`config.mk`:
```
export PLATFORM = sky130hd
export DESIGN_NAME = l15_mem_responder
export DESIGN_NICKNAME = d
export VERILOG_FILES = /design/src/rtl/l15_resp_pkg.sv /design/src/rtl/l15_be_gen.sv /design/src/rtl/l15_mem_responder.sv
export SDC_FILE = /design/constraint.sdc
export NUM_CORES = 1
export LEC_CHECK = 0
export CORE_AREA = 2 2 168 170
export CTS_BUF_LIST = sky130_fd_sc_hd__clkbuf_16
export DETAILED_ROUTE_END_ITERATION = 10
export DIE_AREA = 0 0 170 172
export DONT_BUFFER_PORTS = 1
export SETUP_SLACK_MARGIN = 0.1
export SLEW_MARGIN = 25
export SYNTH_ARGS = -nofsm -noshare
export SYNTH_HDL_FRONTEND = slang
export SYNTH_HIERARCHICAL = 1
export SYNTH_SLANG_ARGS = --single-unit
```
`constraint.sdc`:
```
create_clock -name clk_i -period 4.04 [get_ports clk_i]
set_input_delay 0.404 -clock clk_i [delete_from_list [all_inputs] [get_ports clk_i]]
set_output_delay 0.404 -clock clk_i [all_outputs]
set_load 0.02 [all_outputs]
```
`src/rtl/l15_resp_pkg.sv`:
```
// l15_resp_pkg: shared request/response encodings, FSM states, capture struct and byte swap
package l15_resp_pkg;
    localparam logic [4:0] RQ_LOAD  = 5'd0;
    localparam logic [4:0] RQ_STORE = 5'd1;
    localparam logic [4:0] RQ_IMISS = 5'd16;
    localparam logic [3:0] RT_LOAD   = 4'd0;
    localparam logic [3:0] RT_IFILL  = 4'd1;
    localparam logic [3:0] RT_ST_ACK = 4'd4;
    localparam logic [3:0] RT_ERR    = 4'd15;
    localparam int unsigned ReqAddrWidth = 40;
    localparam int unsigned ReqTidWidth  = 2;

    typedef enum logic [1:0] {S_IDLE, S_REQ, S_WAIT_R, S_RESP} state_e;

    typedef struct packed {
        logic [4:0]              rqtype;
        logic [2:0]              size;
        logic [ReqAddrWidth-1:0] addr;
        logic [63:0]             data;
        logic [ReqTidWidth-1:0]  tid;
    } req_t;

    function automatic logic [63:0] bswap64(input logic [63:0] d);
        logic [63:0] r;
        for (int i = 0; i < 8; i++) r[8*i +: 8] = d[56-8*i +: 8];
        return r;
    endfunction
endpackage

```
`src/rtl/l15_be_gen.sv`:
```
// l15_be_gen: store size/offset to byte enables and big-to-little-endian lane-shifted write data
module l15_be_gen
    import l15_resp_pkg::*;
(
    input  logic [2:0]  i_size,
    input  logic [2:0]  i_offset,
    input  logic [63:0] i_data,
    output logic [7:0]  o_be,
    output logic [63:0] o_wdata
);
    logic [7:0] w_mask;

    // lanes shifted past byte 7 fall off the 8-bit result
    assign w_mask  = (i_size >= 3'd3) ? 8'hFF : (i_size == 3'd2) ? 8'h0F : (i_size == 3'd1) ? 8'h03 : 8'h01;
    assign o_be    = w_mask << i_offset;
    assign o_wdata = bswap64(i_data) << {i_offset, 3'b000};
endmodule

```
`src/rtl/l15_mem_responder.sv`:
```
// l15_mem_responder: L1.5 request responder executing 64-bit beats on a grant/rvalid memory port
module l15_mem_responder
    import l15_resp_pkg::*;
#(
    parameter int unsigned AddrWidth = ReqAddrWidth,
    parameter int unsigned TidWidth  = ReqTidWidth,
    parameter int unsigned LineWidth = 128
) (
    input  logic                 clk_i,
    input  logic                 rst_ni,
    input  logic                 req_val_i,
    input  logic [4:0]           req_rqtype_i,
    input  logic [2:0]           req_size_i,
    input  logic [AddrWidth-1:0] req_address_i,
    input  logic [63:0]          req_data_i,
    input  logic [TidWidth-1:0]  req_threadid_i,
    output logic                 req_header_ack_o,
    output logic                 rtn_val_o,
    output logic [3:0]           rtn_rtntype_o,
    output logic [TidWidth-1:0]  rtn_threadid_o,
    output logic [LineWidth-1:0] rtn_data_o,
    input  logic                 rtn_ack_i,
    output logic                 mem_req_o,
    input  logic                 mem_gnt_i,
    output logic                 mem_we_o,
    output logic [AddrWidth-1:0] mem_addr_o,
    output logic [63:0]          mem_wdata_o,
    output logic [7:0]           mem_be_o,
    input  logic                 mem_rvalid_i,
    input  logic [63:0]          mem_rdata_i
);
    localparam int unsigned NrBeats   = LineWidth / 64;
    localparam int unsigned BeatWidth = $clog2(NrBeats) + 1;
    localparam int unsigned IdxWidth  = (NrBeats > 1) ? $clog2(NrBeats) : 1;
    localparam int unsigned OffWidth  = $clog2(LineWidth / 8);

    state_e                      r_state, w_state_nxt;
    req_t                        r_req;
    logic [BeatWidth-1:0]        r_beat;
    logic [0:NrBeats-1][63:0]    r_line;
    logic [3:0]                  r_rtntype;
    logic                        w_accept, w_known, w_store, w_last;
    logic [AddrWidth-1:0]        w_line_base, w_beat_addr;
    logic [7:0]                  w_be;
    logic [63:0]                 w_wdata;

    // the ack is combinational on req_val_i, so reset must gate it to keep outputs at 0
    assign w_accept    = rst_ni && (r_state == S_IDLE) && req_val_i;
    assign w_known     = req_rqtype_i inside {RQ_LOAD, RQ_IMISS, RQ_STORE};
    assign w_store     = r_req.rqtype == RQ_STORE;
    assign w_last      = r_beat == BeatWidth'(NrBeats - 1);
    assign w_line_base = {req_address_i[AddrWidth-1:OffWidth], OffWidth'(0)};
    assign w_beat_addr = r_req.addr[AddrWidth-1:0] + AddrWidth'({r_beat, 3'b000});

    l15_be_gen u_be_gen (
        .i_size  (r_req.size),
        .i_offset(r_req.addr[2:0]),
        .i_data  (r_req.data),
        .o_be    (w_be),
        .o_wdata (w_wdata)
    );

    always_ff @(posedge clk_i or negedge rst_ni) begin
        if (!rst_ni) r_state <= S_IDLE;
        else         r_state <= w_state_nxt;
    end

    always_comb begin
        w_state_nxt = r_state;
        case (r_state)
            S_IDLE:   if (req_val_i) w_state_nxt = w_known ? S_REQ : S_RESP;
            S_REQ:    if (mem_gnt_i) w_state_nxt = S_WAIT_R;
            S_WAIT_R: if (mem_rvalid_i) w_state_nxt = (w_store || w_last) ? S_RESP : S_REQ;
            S_RESP:   if (rtn_ack_i) w_state_nxt = S_IDLE;
            default:  w_state_nxt = S_IDLE;
        endcase
    end

    always_ff @(posedge clk_i or negedge rst_ni) begin
        if (!rst_ni) begin
            r_req     <= '0;
            r_beat    <= '0;
            r_line    <= '0;
            r_rtntype <= '0;
        end else if (w_accept) begin
            r_req     <= '{rqtype: req_rqtype_i,
                           size:   req_size_i,
                           addr:   ReqAddrWidth'((req_rqtype_i == RQ_STORE) ? req_address_i : w_line_base),
                           data:   req_data_i,
                           tid:    ReqTidWidth'(req_threadid_i)};
            r_beat    <= '0;
            r_line    <= '0;
            r_rtntype <= (req_rqtype_i == RQ_LOAD)  ? RT_LOAD :
                         (req_rqtype_i == RQ_IMISS) ? RT_IFILL :
                         (req_rqtype_i == RQ_STORE) ? RT_ST_ACK : RT_ERR;
        end else if (r_state == S_WAIT_R && mem_rvalid_i && !w_store) begin
            r_line[IdxWidth'(r_beat)] <= bswap64(mem_rdata_i);
            if (!w_last) r_beat <= r_beat + BeatWidth'(1);
        end
    end

    assign req_header_ack_o = w_accept;
    assign mem_req_o        = r_state == S_REQ;
    assign mem_we_o         = mem_req_o && w_store;
    assign mem_addr_o       = !mem_req_o ? '0 : w_store ? {r_req.addr[AddrWidth-1:3], 3'b000} : w_beat_addr;
    assign mem_be_o         = !mem_req_o ? '0 : w_store ? w_be : 8'hFF;
    assign mem_wdata_o      = mem_we_o ? w_wdata : '0;
    assign rtn_val_o        = r_state == S_RESP;
    assign rtn_rtntype_o    = r_rtntype;
    assign rtn_threadid_o   = r_req.tid[TidWidth-1:0];
    assign rtn_data_o       = r_line;
endmodule

```
After elaboration in Yosys (flattened, before gate mapping). Cells that the tools add are included. W data, S select, Z words.

Output and inout bits: 250. Bits in registers: 250. Logic and storage cells: 73.

Order comparisons: 3. Bitwise gates (word level): 1. Eq/ne operators: 14. Mux-type cells: 27. Shifts and indexed selects: 2. Reductions and logical operators: 14. $add $sub $neg: 2.

Operator list (count): $mux W128 (2); $bwmux W128 (1); $mux W64 (2); $mux W40 (2); $demux W64 S1 (1); $shl A64 B6 Y64 (1); $add A40 B5 Y40 (1); $mux W8 (4); $mux W2 (10); $mux W4 (4); $eq A5 B1 Y1 const B (2); $pmux W2 S4 (1); $shl A8 B3 Y8 (1); $logic_and A1 B1 Y1 (6); $ne A2 B2 Y1 const B (3); $eq A5 B5 Y1 const B (1); $logic_not A5 Y1 (1); $eq A2 B1 Y1 const B (2); $eq A2 B2 Y1 const B (2); $ne A2 B1 Y1 const B (2); $reduce_and A4 Y1 (1); $eq A3 B1 Y1 const B (1); $eq A3 B2 Y1 const B (1); $ge A3 B2 Y1 const B (1); other kinds (10) (10).

Depth between registers and ports, before layout. Gate-level depths: netlist of run 1.

Word-level depth: 8. Depth in mapped cells: 9.

Modules after synthesis. The synthesis of run 1 kept the hierarchy.

Modules (own cells, without submodules): l15_mem_responder (cells an instance 1080, instances 1, area each 10705.3 um^2, seq. area each 6231.0 um^2); l15_be_gen (cells an instance 252, instances 1, area each 1926.8 um^2, seq. area each 0.0 um^2).

Least setup slack after synthesis of run 1. OpenSTA, ideal clock, no wires.

Kind: reg-to-output. Start point: register r_beat[0]. End point: output mem_addr_o[39]. Cell stages (with the launch flop): 9. Slack: 1305 ps. Arrival time: 2331 ps. Buffers on the path: 0. Required time: 3636 ps. Cells stage by stage: dfrtp_1 ha_1 inv_1 fa_1 inv_1 o211ai_1 or2_1 or4_1 a21oi_1.

Cells in the longest elaborated chain, start to end: 3.

RTL lines: start: declaration (RTL line l15_mem_responder.sv:39) `logic [BeatWidth-1:0] r_beat;`; start signal: assignment (RTL line l15_mem_responder.sv:98) `if (!w_last) r_beat <= r_beat + BeatWidth'(1);`; $add A40 B5 Y40 (RTL line l15_mem_responder.sv:53) `assign w_beat_addr = r_req.addr[AddrWidth-1:0] + AddrWidth'({r_beat, 3'b000});`; $mux W40 (2 in a row) (RTL line l15_mem_responder.sv:105) `assign mem_addr_o = !mem_req_o ? '0 : w_store ? {r_req.addr[AddrWidth-1:3], 3'b000} : w_beat_addr;`; end: declaration (RTL line l15_mem_responder.sv:26) `output logic [AddrWidth-1:0] mem_addr_o,`.

No other way between the ends.

Final worst setup path of run 1.
Start point: register r_req[112] (netlist bit). End point: output mem_wdata_o[59].

Cells in the longest elaborated chain, start to end: 3.

RTL lines: start: declaration (RTL line l15_mem_responder.sv:38) `req_t r_req;`; start signal: assignment (RTL line l15_mem_responder.sv:86) `r_req <= '{rqtype: req_rqtype_i,`; $eq A5 B1 Y1 (RTL line l15_mem_responder.sv:50) `assign w_store = r_req.rqtype == RQ_STORE;`; $logic_and A1 B1 Y1 (RTL line l15_mem_responder.sv:104) `assign mem_we_o = mem_req_o && w_store;`; $mux W64 (RTL line l15_mem_responder.sv:107) `assign mem_wdata_o = mem_we_o ? w_wdata : '0;`; end: declaration (RTL line l15_mem_responder.sv:27) `output logic [63:0] mem_wdata_o,`.

No other way between the ends.

==> metrics.csv, run 1 <==
metric;value;unit
status;complete, but fails checks;
violations in the final reports;hold timing;
multi-input combinational cell area;5818;µm²
row count;61;
DIE AREA;29240;µm²
insertion delay of the later-clocked pin in the worst-skew pair;540;ps
family with the most delay on the worst path;simple AND/OR/NAND/NOR gates;
pin count of the biggest net entering global routing;251;
DP HPWL;27.24;mm
Max-slew headroom;0.3159;
post-detailed-route wirelength per cell;22.18;µm
CTS Buf Count;28;
post-route clock skew;11.43;ps
clock slew at reported path FFs;60;ps
maximum clock rate;274.0;MHz
number of hold-repair buffers added at the cts stage;162;
clock group share of total power;0.229;
root buffer selected by CTS;sky130_fd_sc_hd__clkbuf_16;
number of DRC violations after detailed routing;0;
share of flip-flops with an asynchronous set or reset after synthesis;1.000;
Starting Density;0.4597;
Worst Setup Slack post-DPL;954.5;ps
Routability Congestion;0.9365;
share of Yosys cell area claimed by the top area cell type;0.4933;
most instantiated cells after synthesis;sky130_fd_sc_hd__nand2_1 (354), sky130_fd_sc_hd__dfrtp_1 (249), sky130_fd_sc_hd__a22o_1 (132);
count of flip-flops with a built-in enable after synthesis;0;
maximum level of the CTS H-tree;1;
placed standard-cell area;12710;µm²
required time of the critical path;3640;ps
summed area of non-filler cells in the final layout;15330;µm²
final cell utilization of the core;0.5580;
critical path arrival;3250;ps
Crit path largest cell delay;710;ps
nets@finish;1617;
Post-CTS Setup Bufs;0;
routed wire length;39.92;mm
area added between synthesis and finish;21.37;%
Std-Cell Core Area;27480;µm²
max_cap viols;0;
Bufs and invs on worst path;1;
count of final hold-check violations;249;
share of post-route cells with drive strength above 1;0.08408;
most common cell in the netlist;sky130_fd_sc_hd__nand2_1;
maximum vdd drop;0.5681;mV
total of endpoints with negative setup slack in the final report;0;
reg2reg setup slack;1290;ps
Unique masters post-synth;60;
wire length of the first global-routing pass;60.61;mm
share of synthesized area occupied by flip-flops and latches;0.4933;
combinational power share;0.298;
fin. max-slew vios;0;
CP Class;reg2out;
cells taking the most area after synthesis;sky130_fd_sc_hd__dfrtp_1 (49%), sky130_fd_sc_hd__nand2_1 (11%), sky130_fd_sc_hd__a22o_1 (9.2%);
Detailed Routing Iterations Pass 1;5;
kind of path behind the tightest hold check;in2async;
crit share post-route;0.9033;
floorplan die width;170;µm
most used flip-flop cell after synthesis;sky130_fd_sc_hd__dfrtp_1;
Vert. Die Dim;172;µm
number of design-rule violations left by the first detailed-router iteration;805;
hold slack;-437.9;ps
worst setup margin;390.8;ps
count of fill cells added during filler insertion;2496;
net count of the mapped netlist;1520;
Avg Cell Area, Syn;9.484;µm²
worst-margin pin slew;1026;ps
sort of element at the start of the critical path;flip-flop;
category of the worst setup path capture point;output port;
Routed Antenna Nets;0;
vias per inst;5.892;
Max FO, Critical Path;65;
Post-CTS Resized;0;
cell leakage power;7.125;nW
Final Total Pwr;11.85;mW
sequence of cells on the critical path;or4b_1 > or2_1 > buf_4 > nor2_4 > and2_1;
post-synthesis instance total;1332;
number of synthesized register bits;249;
net switching power of the design;5.017;mW
number of antenna violations at the first check in global routing;3;
minimum clock period after layout;3649;ps
clk buf depth;3;
TritonCTS Sinks;249;
setup TNS;0;ps
Slowest cell on crit path;sky130_fd_sc_hd__nor2_4;
largest area contributor in the netlist;sky130_fd_sc_hd__dfrtp_1;
net switching fraction of the power;0.4235;
register share of total power;0.472;
Total GRT Usage;0.2650;
Syn Std Cell Area;12630;µm²
storage element area;6236;µm²
unrepaired setup endpoints after global routing;false;
total grt overflow;0;
TritonCTS clock tree;yes;
boundary pin count;434;
Vias;10610;
power density over cell area;772.6;nW/µm²
internal power summed over all cells;6.829;mW
warning count from the yosys run;6;
buffers added on ports;0;
vias in the first global route;10380;
## final cells by class
type / count / share of cell area
clock inverter: 23 / 0.01771
sequential: 249 / 0.4067
multi-input combinational: 949 / 0.3795
tap: 346 / 0.02824
inverter: 24 / 0.006120
clock buffer: 29 / 0.04733
timing repair buffer: 177 / 0.1139
antenna: 3 / 0.0004896
## power groups by stage
| stage | clock [mW] | combinational [mW] | sequential, mW |
|---|---|---|---|
| global route | 2.88 | 3.92 | 5.74 |
| detailed placement | 0 | 3.39 | 5.58 |
| finish | 2.72 | 3.53 | 5.60 |
| global placement | 0 | 3.28 | 5.58 |
| CTS | 2.77 | 3.51 | 5.58 |
| floorplan | 0 | 2.85 | 5.03 |
## layout by cell type (no fill, tap or decap), types with 4 or more instances in the layout
master / netlist / layout
sky130_fd_sc_hd__nand2_1: 354 / 354
sky130_fd_sc_hd__nand4_1: 5 / 5
sky130_fd_sc_hd__clkbuf_16: 0 / 29
sky130_fd_sc_hd__mux2_2: 8 / 8
sky130_fd_sc_hd__o21ai_1: 9 / 9
sky130_fd_sc_hd__inv_1: 15 / 17
sky130_fd_sc_hd__dlygate4sd3_1: 0 / 162
sky130_fd_sc_hd__and2_1: 75 / 75
sky130_fd_sc_hd__o31ai_1: 9 / 9
sky130_fd_sc_hd__clkinv_2: 1 / 4
sky130_fd_sc_hd__a21o_1: 5 / 4
sky130_fd_sc_hd__o21ai_0: 21 / 21
sky130_fd_sc_hd__dfrtp_1: 249 / 247
sky130_fd_sc_hd__buf_4: 10 / 14
sky130_fd_sc_hd__nor2_1: 96 / 94
sky130_fd_sc_hd__a22o_1: 132 / 132
sky130_fd_sc_hd__mux2_4: 4 / 4
sky130_fd_sc_hd__or3_1: 8 / 8
sky130_fd_sc_hd__a22oi_1: 8 / 8
sky130_fd_sc_hd__mux2_1: 24 / 24
sky130_fd_sc_hd__clkinv_4: 0 / 4
sky130_fd_sc_hd__or4_1: 8 / 8
sky130_fd_sc_hd__nand3_1: 12 / 12
sky130_fd_sc_hd__o32ai_1: 16 / 16
sky130_fd_sc_hd__nor2b_1: 8 / 8
sky130_fd_sc_hd__a21oi_1: 24 / 24
sky130_fd_sc_hd__xnor2_1: 15 / 15
sky130_fd_sc_hd__a211oi_1: 17 / 17
sky130_fd_sc_hd__inv_2: 8 / 8
sky130_fd_sc_hd__mux4_2: 15 / 15
sky130_fd_sc_hd__nor3_1: 11 / 10
sky130_fd_sc_hd__nor4_1: 9 / 9
sky130_fd_sc_hd__mux2i_2: 8 / 8
sky130_fd_sc_hd__bufinv_16: 0 / 5
sky130_fd_sc_hd__and3_1: 5 / 5
sky130_fd_sc_hd__or2_1: 4 / 4
## worst reg2reg max path, delay by kind of cell, from the launching register on
kind	cells	cell delay (ps)
simple gates	3	1200
compound gates	2	730
buf+inv	1	380
flops	1	380
## cells by family after synthesis
group | Yosys count | share of synthesized area
simple gates | 611 | 0.2141
buf+inv | 134 | 0.04843
flops | 249 | 0.4933
compound gates | 255 | 0.1567
xor+xnor | 17 | 0.01179
mux | 62 | 0.07112
fa+ha+maj | 4 | 0.004557
## sequential cells by signal, indices dropped and copies added, names as in the netlist
name / cells
rtn_threadid_o: 2
r_req: 112
rtn_data_o: 128
r_beat: 2
r_state: 2
rtn_rtntype_o: 3
## stage by stage
stage	instances	hold slack [ps]
global route	1797	-461.2
floorplan	1332	108.4
detailed placement	1583	111.3
CTS	1797	-457.4
finish	1800	-437.9
global placement	1583	113.3
## routing by layer
layer,part of all wire,vias up,GRT usage
li1,-,4793,-
met3,0.078,81,0.05722
met2,0.47,494,0.4314
met4,0.035,2,0.09365
met1,0.42,5235,0.3526
met5,0.00033,-,0
## final timing paths
check | start | endpoint | cells after the start
min in group clk_i | req_data_i[43] | r_req[45] | 2
worst min-delay path | rst_ni | rtn_data_o[42] | 0
worst max register to register | r_req[112] | rtn_data_o[21] | 6
worst max-delay path | r_req[112] | mem_wdata_o[59] | 5
worst min register to register | r_req[113] | r_req[113] | 2
max in group asynchronous | rst_ni | r_req[66] | 0
(Power assumes the default switching activity.)
==> run 2: changes to the inputs <==
==> constraint.sdc (replaced) <==
create_clock -name clk_i -period 4.04 [get_ports clk_i]
set_input_delay 0.606 -clock clk_i [delete_from_list [all_inputs] [get_ports clk_i]]
set_output_delay 0.606 -clock clk_i [all_outputs]
set_load 0.02 [all_outputs]
==> run 2 against run 1 <==
Against the previous run: the flow still finishes with violations (hold timing); wire length fell by 5.5%; worst hold slack better by 220 ps; setup slack worse by 100 ps; total power shrank 5.3%; register-to-register slack got worse by 130 ps; sequential power hardly changed; maximum frequency fell by 2.7%; flip-flop and latch count did not move; first-iteration DRC count decreased by 2.4%; die area is the same; largest power group unchanged; highest routed layer is now met4.
==> metrics.csv, run 2 (synthesis results as in run 1) <==
metric;value;unit;change
Total GRT Usage;0.2497;;-0.01535
pin count of the biggest net entering global routing;251;;unchanged
max_cap viols;0;;unchanged
number of DRC violations after detailed routing;0;;unchanged
reg2reg setup slack;1160;ps;-130 ps
required time of the critical path;3430;ps;-210 ps
Starting Density;0.4597;;unchanged
TritonCTS Sinks;249;;unchanged
Vert. Die Dim;172;µm;unchanged
Std-Cell Core Area;27480;µm²;unchanged
Routability Congestion;0.8884;;-5.1%
unrepaired setup endpoints after global routing;false;;
setup TNS;0;ps;unchanged
most common library cell in the layout ignoring fill and taps;sky130_fd_sc_hd__nand2_1;;
commonest cells after routing, fill and taps aside;sky130_fd_sc_hd__nand2_1 (354), sky130_fd_sc_hd__dfrtp_1 (247), sky130_fd_sc_hd__a22o_1 (132);;
maximum vdd drop;0.4094;mV;-28%
DP HPWL;26.80;mm;-1.6%
count of final hold-check violations;249;;unchanged
worst setup margin;287.9;ps;-102.9 ps
minimum clock period after layout;3752;ps;+102.9 ps
critical path arrival;3150;ps;-100 ps
root buffer selected by CTS;sky130_fd_sc_hd__clkbuf_16;;
reg2reg start;r_req[112];;
vias per inst;5.912;;+0.35%
number of design-rule violations left by the first detailed-router iteration;786;;-2.4%
floorplan die width;170;µm;unchanged
Worst Setup Slack post-DPL;753.2;ps;-201.3 ps
status;complete, but fails checks;;
vias in the first global route;9467;;-8.8%
Critical R2R Capture;rtn_data_o[6];;
cell leakage power;6.391;nW;-10%
CTS Buf Count;26;;-7.1%
boundary pin count;434;;unchanged
final cell utilization of the core;0.4949;;-0.06307
power density over cell area;825.0;nW/µm²;+6.8%
wire length of the first global-routing pass;56.10;mm;-7.4%
maximum level of the CTS H-tree;1;;unchanged
Post-CTS Setup Bufs;0;;unchanged
share of post-route cells with drive strength above 1;0.09302;;+0.008943
clock slew at reported path FFs;60;ps;about the same
Detailed Routing Iterations Pass 1;7;;+2
post-route clock skew;17.27;ps;+5.846 ps
max reg flops;128;;unchanged
clk buf depth;3;;unchanged
Vias;9690;;-8.6%
sort of element at the start of the critical path;flip-flop;;
CP Class;reg2out;;
nets@finish;1458;;-9.8%
total grt overflow;0;;unchanged
DIE AREA;29240;µm²;unchanged
Max-slew headroom;0.3533;;+0.03746
buffers added on ports;0;;unchanged
total of endpoints with negative setup slack in the final report;0;;unchanged
insertion delay of the later-clocked pin in the worst-skew pair;530;ps;about the same
Routed Antenna Nets;0;;unchanged
number of antenna violations at the first check in global routing;4;;+1
Reg2Reg Depth;6;;unchanged
routed wire length;37.71;mm;-5.5%
kind of path behind the tightest hold check;in2async;;
post-detailed-route wirelength per cell;23.01;µm;+3.7%
hold slack;-219.8;ps;+218.1 ps
area added between synthesis and finish;7.657;%;
crit share post-route;0.9287;;+0.02547
fin. max-slew vios;0;;unchanged
worst-margin pin slew;964.2;ps;-62.01 ps
Max FO, Critical Path;15;;-77%
row count;61;;unchanged
category of the worst setup path capture point;output port;;
count of fill cells added during filler insertion;2627;;+5.2%
maximum clock rate;266.5;MHz;-2.7%
TritonCTS clock tree;yes;;
violations in the final reports;hold timing;;
run 2: cell count changes in the layout (fill, tap and decap cells not counted), moves of 2 or more:
cell,before,now
sky130_fd_sc_hd__clkinv_1,2,7
sky130_fd_sc_hd__buf_4,14,18
sky130_fd_sc_hd__clkbuf_16,29,27
sky130_fd_sc_hd__bufinv_16,5,1
sky130_fd_sc_hd__dlygate4sd3_1,162,0
run 2: final cells by class:
cell class	instances	area, µm²	area share
diodes	3	7.507	0.0005520
clock inverters	21	143.9	0.01058
inverters	24	93.84	0.006900
well taps	346	432.9	0.03183
flip-flops and latches	249	6236	0.4586
clock buffers	27	675.6	0.04968
multi-input cells	949	5827	0.4285
repair buffers	20	182.7	0.01343
run 2: per-layer routing:
layer,global-route usage,wire [µm],part of all wire,vias to the layer above
li1,-,-,-,4466
met1,0.3200,15090,0.40,4693
met2,0.4035,17570,0.47,443
met3,0.07668,3667,0.097,88
met4,0.08770,1389,0.037,0
met5,0,0,0,-
run 2: how the worst max path moves through the flow:
stage              start             end
2_1_floorplan  r_beat[0]  mem_addr_o[39]
5_1_grt        r_beat[0]  mem_addr_o[39]
3_3_place_gp   r_beat[0]  mem_addr_o[35]
4_1_cts        r_beat[0]  mem_addr_o[36]
3_5_place_dp   r_req[70]  mem_addr_o[36]
6_report       r_beat[0]  mem_addr_o[37]
run 2: power by group:
part	leakage [nW]	switching (mW)	internal (mW)	total, mW
Clock	0.404	1.00	1.28	2.29
Combinational	2.82	1.88	1.48	3.36
Sequential	3.17	1.96	3.61	5.57
run 2: critical path: stages (launching register included):
cell	delay (ps)
sky130_fd_sc_hd__dfrtp_1	470
sky130_fd_sc_hd__ha_1	220
sky130_fd_sc_hd__inv_1	60
sky130_fd_sc_hd__fa_1	350
sky130_fd_sc_hd__inv_1	70
sky130_fd_sc_hd__o211ai_1	80
sky130_fd_sc_hd__buf_4	200
sky130_fd_sc_hd__or2_1	300
sky130_fd_sc_hd__or4_1	410
sky130_fd_sc_hd__a21oi_1	450
run 2: timing repair:
| item | 4_1_cts | 5_1_grt |
|---|---|---|
| resized for setup | 0 | 2 |
| setup endpoints to repair | 0 | 6 |
| hold endpoints to repair | 249 | 249 |
run 2: through the flow:
| step | std cells | total power [mW] | area, µm² | hold slack, ps |
|---|---|---|---|---|
| 6_report | 1639 | 11.22 | 13600 | -219.8 |
| 5_1_grt | 1638 | 11.93 | 13600 | -253.6 |
| 4_1_cts | 1634 | 11.27 | 13540 | -257.8 |
| 3_5_place_dp | 1586 | 8.935 | 12720 | 313.4 |
| 3_3_place_gp | 1586 | 8.875 | 12720 | 315.4 |
| 2_1_floorplan | 1332 | 7.888 | 12630 | 310.4 |
==> run 3: changes to the inputs <==
--- a/config.mk
+++ b/config.mk
@@ -6,10 +6,14 @@
 export NUM_CORES = 1
 export LEC_CHECK = 0
-export CORE_AREA = 2 2 168 170
+export CELL_PAD_IN_SITES_DETAIL_PLACEMENT = 0
+export CELL_PAD_IN_SITES_GLOBAL_PLACEMENT = 1
+export CORE_AREA = 2 2 170 172
 export CTS_BUF_LIST = sky130_fd_sc_hd__clkbuf_16
 export DETAILED_ROUTE_END_ITERATION = 10
-export DIE_AREA = 0 0 170 172
+export DIE_AREA = 0 0 172 174
 export DONT_BUFFER_PORTS = 1
+export PLACE_DENSITY_LB_ADDON = 0.1
 export SETUP_SLACK_MARGIN = 0.1
+export SKIP_CTS_REPAIR_TIMING = 1
 export SLEW_MARGIN = 25
 export SYNTH_ARGS = -nofsm -noshare
==> constraint.sdc (replaced) <==
create_clock -name clk_i -period 4.04 [get_ports clk_i]
set_input_delay 0.606 -clock clk_i [delete_from_list [all_inputs] [get_ports clk_i]]
set_output_delay 0.606 -clock clk_i [all_outputs]
set_load 0.01 [all_outputs]
==> run 3 against run 2 <==
Against the previous run: the flow still finishes with violations (hold timing); worst hold slack worse by 26 ps; register-to-register slack better by 30 ps; total power down 2.1%; critical path type unchanged.
==> metrics.csv, run 3 (synthesis results as in run 1) <==
metric;value;unit;change
Std-Cell Core Area;28240;µm²;+2.8%
fin. max-slew vios;0;;unchanged
sort of element at the start of the critical path;flip-flop;;
wire length of the first global-routing pass;59.78;mm;+6.6%
Vert. Die Dim;174;µm;+1.2%
share of post-route cells with drive strength above 1;0.09232;;-0.0007036
boundary pin count;434;;unchanged
buffers added on ports;0;;unchanged
minimum clock period after layout;3684;ps;-67.61 ps
critical path arrival;3080;ps;-70 ps
crit share post-route;0.9120;;-0.01673
post-route clock skew;21.10;ps;+3.824 ps
Most Crowded Layer GR;met2;;
DIE AREA;29930;µm²;+2.4%
TritonCTS clock tree;yes;;
Crit path largest cell delay;670;ps;+200 ps
worst-margin pin slew;882.7;ps;-81.54 ps
commonest cells after routing, fill and taps aside;sky130_fd_sc_hd__nand2_1 (354), sky130_fd_sc_hd__dfrtp_1 (246), sky130_fd_sc_hd__a22o_1 (132);;
Final Total Pwr;10.98;mW;-2.1%
total of endpoints with negative setup slack in the final report;0;;unchanged
CP Class;reg2out;;
sequence of cells on the critical path;ha_1 > a21o_1 > o211ai_2 > or3_1 > or4_1 > a21oi_1;;
area added between synthesis and finish;8.498;%;
maximum level of the CTS H-tree;1;;unchanged
reg2reg setup slack;1190;ps;+30 ps
category of the worst setup path capture point;output port;;
unrepaired setup endpoints after global routing;false;;
nets@finish;1455;;-0.21%
root buffer selected by CTS;sky130_fd_sc_hd__clkbuf_16;;
clk buf depth;3;;unchanged
number of antenna violations at the first check in global routing;4;;unchanged
met2 track demand over resource in global routing;0.4110;;+0.007428
max_cap viols;0;;unchanged
insertion delay of the later-clocked pin in the worst-skew pair;550;ps;+20 ps
count of final hold-check violations;249;;unchanged
Total GRT Usage;0.2601;;+0.01039
placed standard-cell area;12740;µm²;+0.19%
routed wire length;39.92;mm;+5.8%
Max-slew headroom;0.4109;;+0.05759
cell leakage power;6.415;nW;+0.38%
global routing met1 resource utilization;0.3525;;+0.03250
family with the most delay on the worst path;simple AND/OR/NAND/NOR gates;;
status;complete, but fails checks;;
maximum vdd drop;0.3945;mV;-3.6%
row count;62;;+1.6%
number of DRC violations after detailed routing;0;;unchanged
Reg2Reg Depth;6;;unchanged
most common library cell in the layout ignoring fill and taps;sky130_fd_sc_hd__nand2_1;;
Starting Density;0.4474;;-0.01239
Max FO, Critical Path;18;;+3
CTS Buf Count;29;;+12%
pin count of the biggest net entering global routing;251;;unchanged
reg2reg start;r_req[111];;
post-detailed-route wirelength per cell;23.80;µm;+3.5%
kind of path behind the tightest hold check;in2async;;
Vias;9729;;+0.40%
Bufs and invs on worst path;0;;-3
TritonCTS Sinks;249;;unchanged
clock slew at reported path FFs;60;ps;about the same
Slowest cell on crit path;sky130_fd_sc_hd__or3_1;;
number of design-rule violations left by the first detailed-router iteration;693;;-12%
power density over cell area;801.2;nW/µm²;-2.9%
vias per inst;5.801;;-1.9%
setup TNS;0;ps;unchanged
max reg flops;128;;unchanged
vias in the first global route;9642;;+1.8%
maximum clock rate;271.4;MHz;+1.8%
Critical R2R Capture;rtn_data_o[58];;
grt met3 use;0.08037;;+0.003697
summed area of non-filler cells in the final layout;13710;µm²;+0.78%
count of fill cells added during filler insertion;2756;;+4.9%
Routability Congestion;0.8187;;-7.8%
hold slack;-246.0;ps;-26.17 ps
Routed Antenna Nets;0;;unchanged
violations in the final reports;hold timing;;
required time of the critical path;3430;ps;about the same
Detailed Routing Iterations Pass 1;5;;-2
DP HPWL;27.67;mm;+3.3%
total grt overflow;0;;unchanged
floorplan die width;172;µm;+1.2%
run 3: changes by cell type in the layout (fill, tap and decap cells not counted), sizes merged:
cell and delta:
inv +1, diode +1, bufinv +2, buf -6
clkbuf +2
run 3: power by group:
part	switching [mW]	internal, mW
logic	1.78	1.47
clock network	1.08	1.50
registers	1.53	3.62
total	4.39	6.59
run 3: final cells by class:
cell class | count | area (µm²) | area share
multi-input cells | 949 | 5818 | 0.4245
clock inverters | 24 | 210.2 | 0.01534
flip-flops and latches | 249 | 6237 | 0.4551
well taps | 384 | 480.5 | 0.03506
repair buffers | 14 | 130.1 | 0.009494
inverters | 24 | 93.84 | 0.006847
diodes | 4 | 10.01 | 0.0007303
clock buffers | 29 | 725.7 | 0.05295
run 3: metrics by stage:
step | cells | util | setup slack (ps)
floorplan | 1332 | - | 1244
detailed placement | 1619 | 0.4512 | 909.2
CTS | 1672 | 0.4843 | 325.8
finish | 1677 | 0.4854 | 355.5
global placement | 1619 | 0.4512 | 947.0
global route | 1674 | 0.4851 | 138.1
run 3: worst max path at each step:
stage,from,end,slack [ps],cells after the start
4_1_cts,r_beat[0],mem_addr_o[34],330,6
3_5_place_dp,r_beat[0],mem_addr_o[34],910,6
2_1_floorplan,r_beat[0],mem_addr_o[39],1240,8
3_3_place_gp,r_beat[0],mem_addr_o[26],950,6
6_report,r_beat[0],mem_addr_o[34],360,6
5_1_grt,r_beat[0],mem_addr_o[38],140,6
run 3: layer usage:
metal	vias up	share of wire	routed length [µm]
met3	56	0.098	3904
met2	414	0.46	18400
met1	4806	0.42	16780
met4	2	0.021	825
met5	-	0.00040	16
li1	4451	-	-
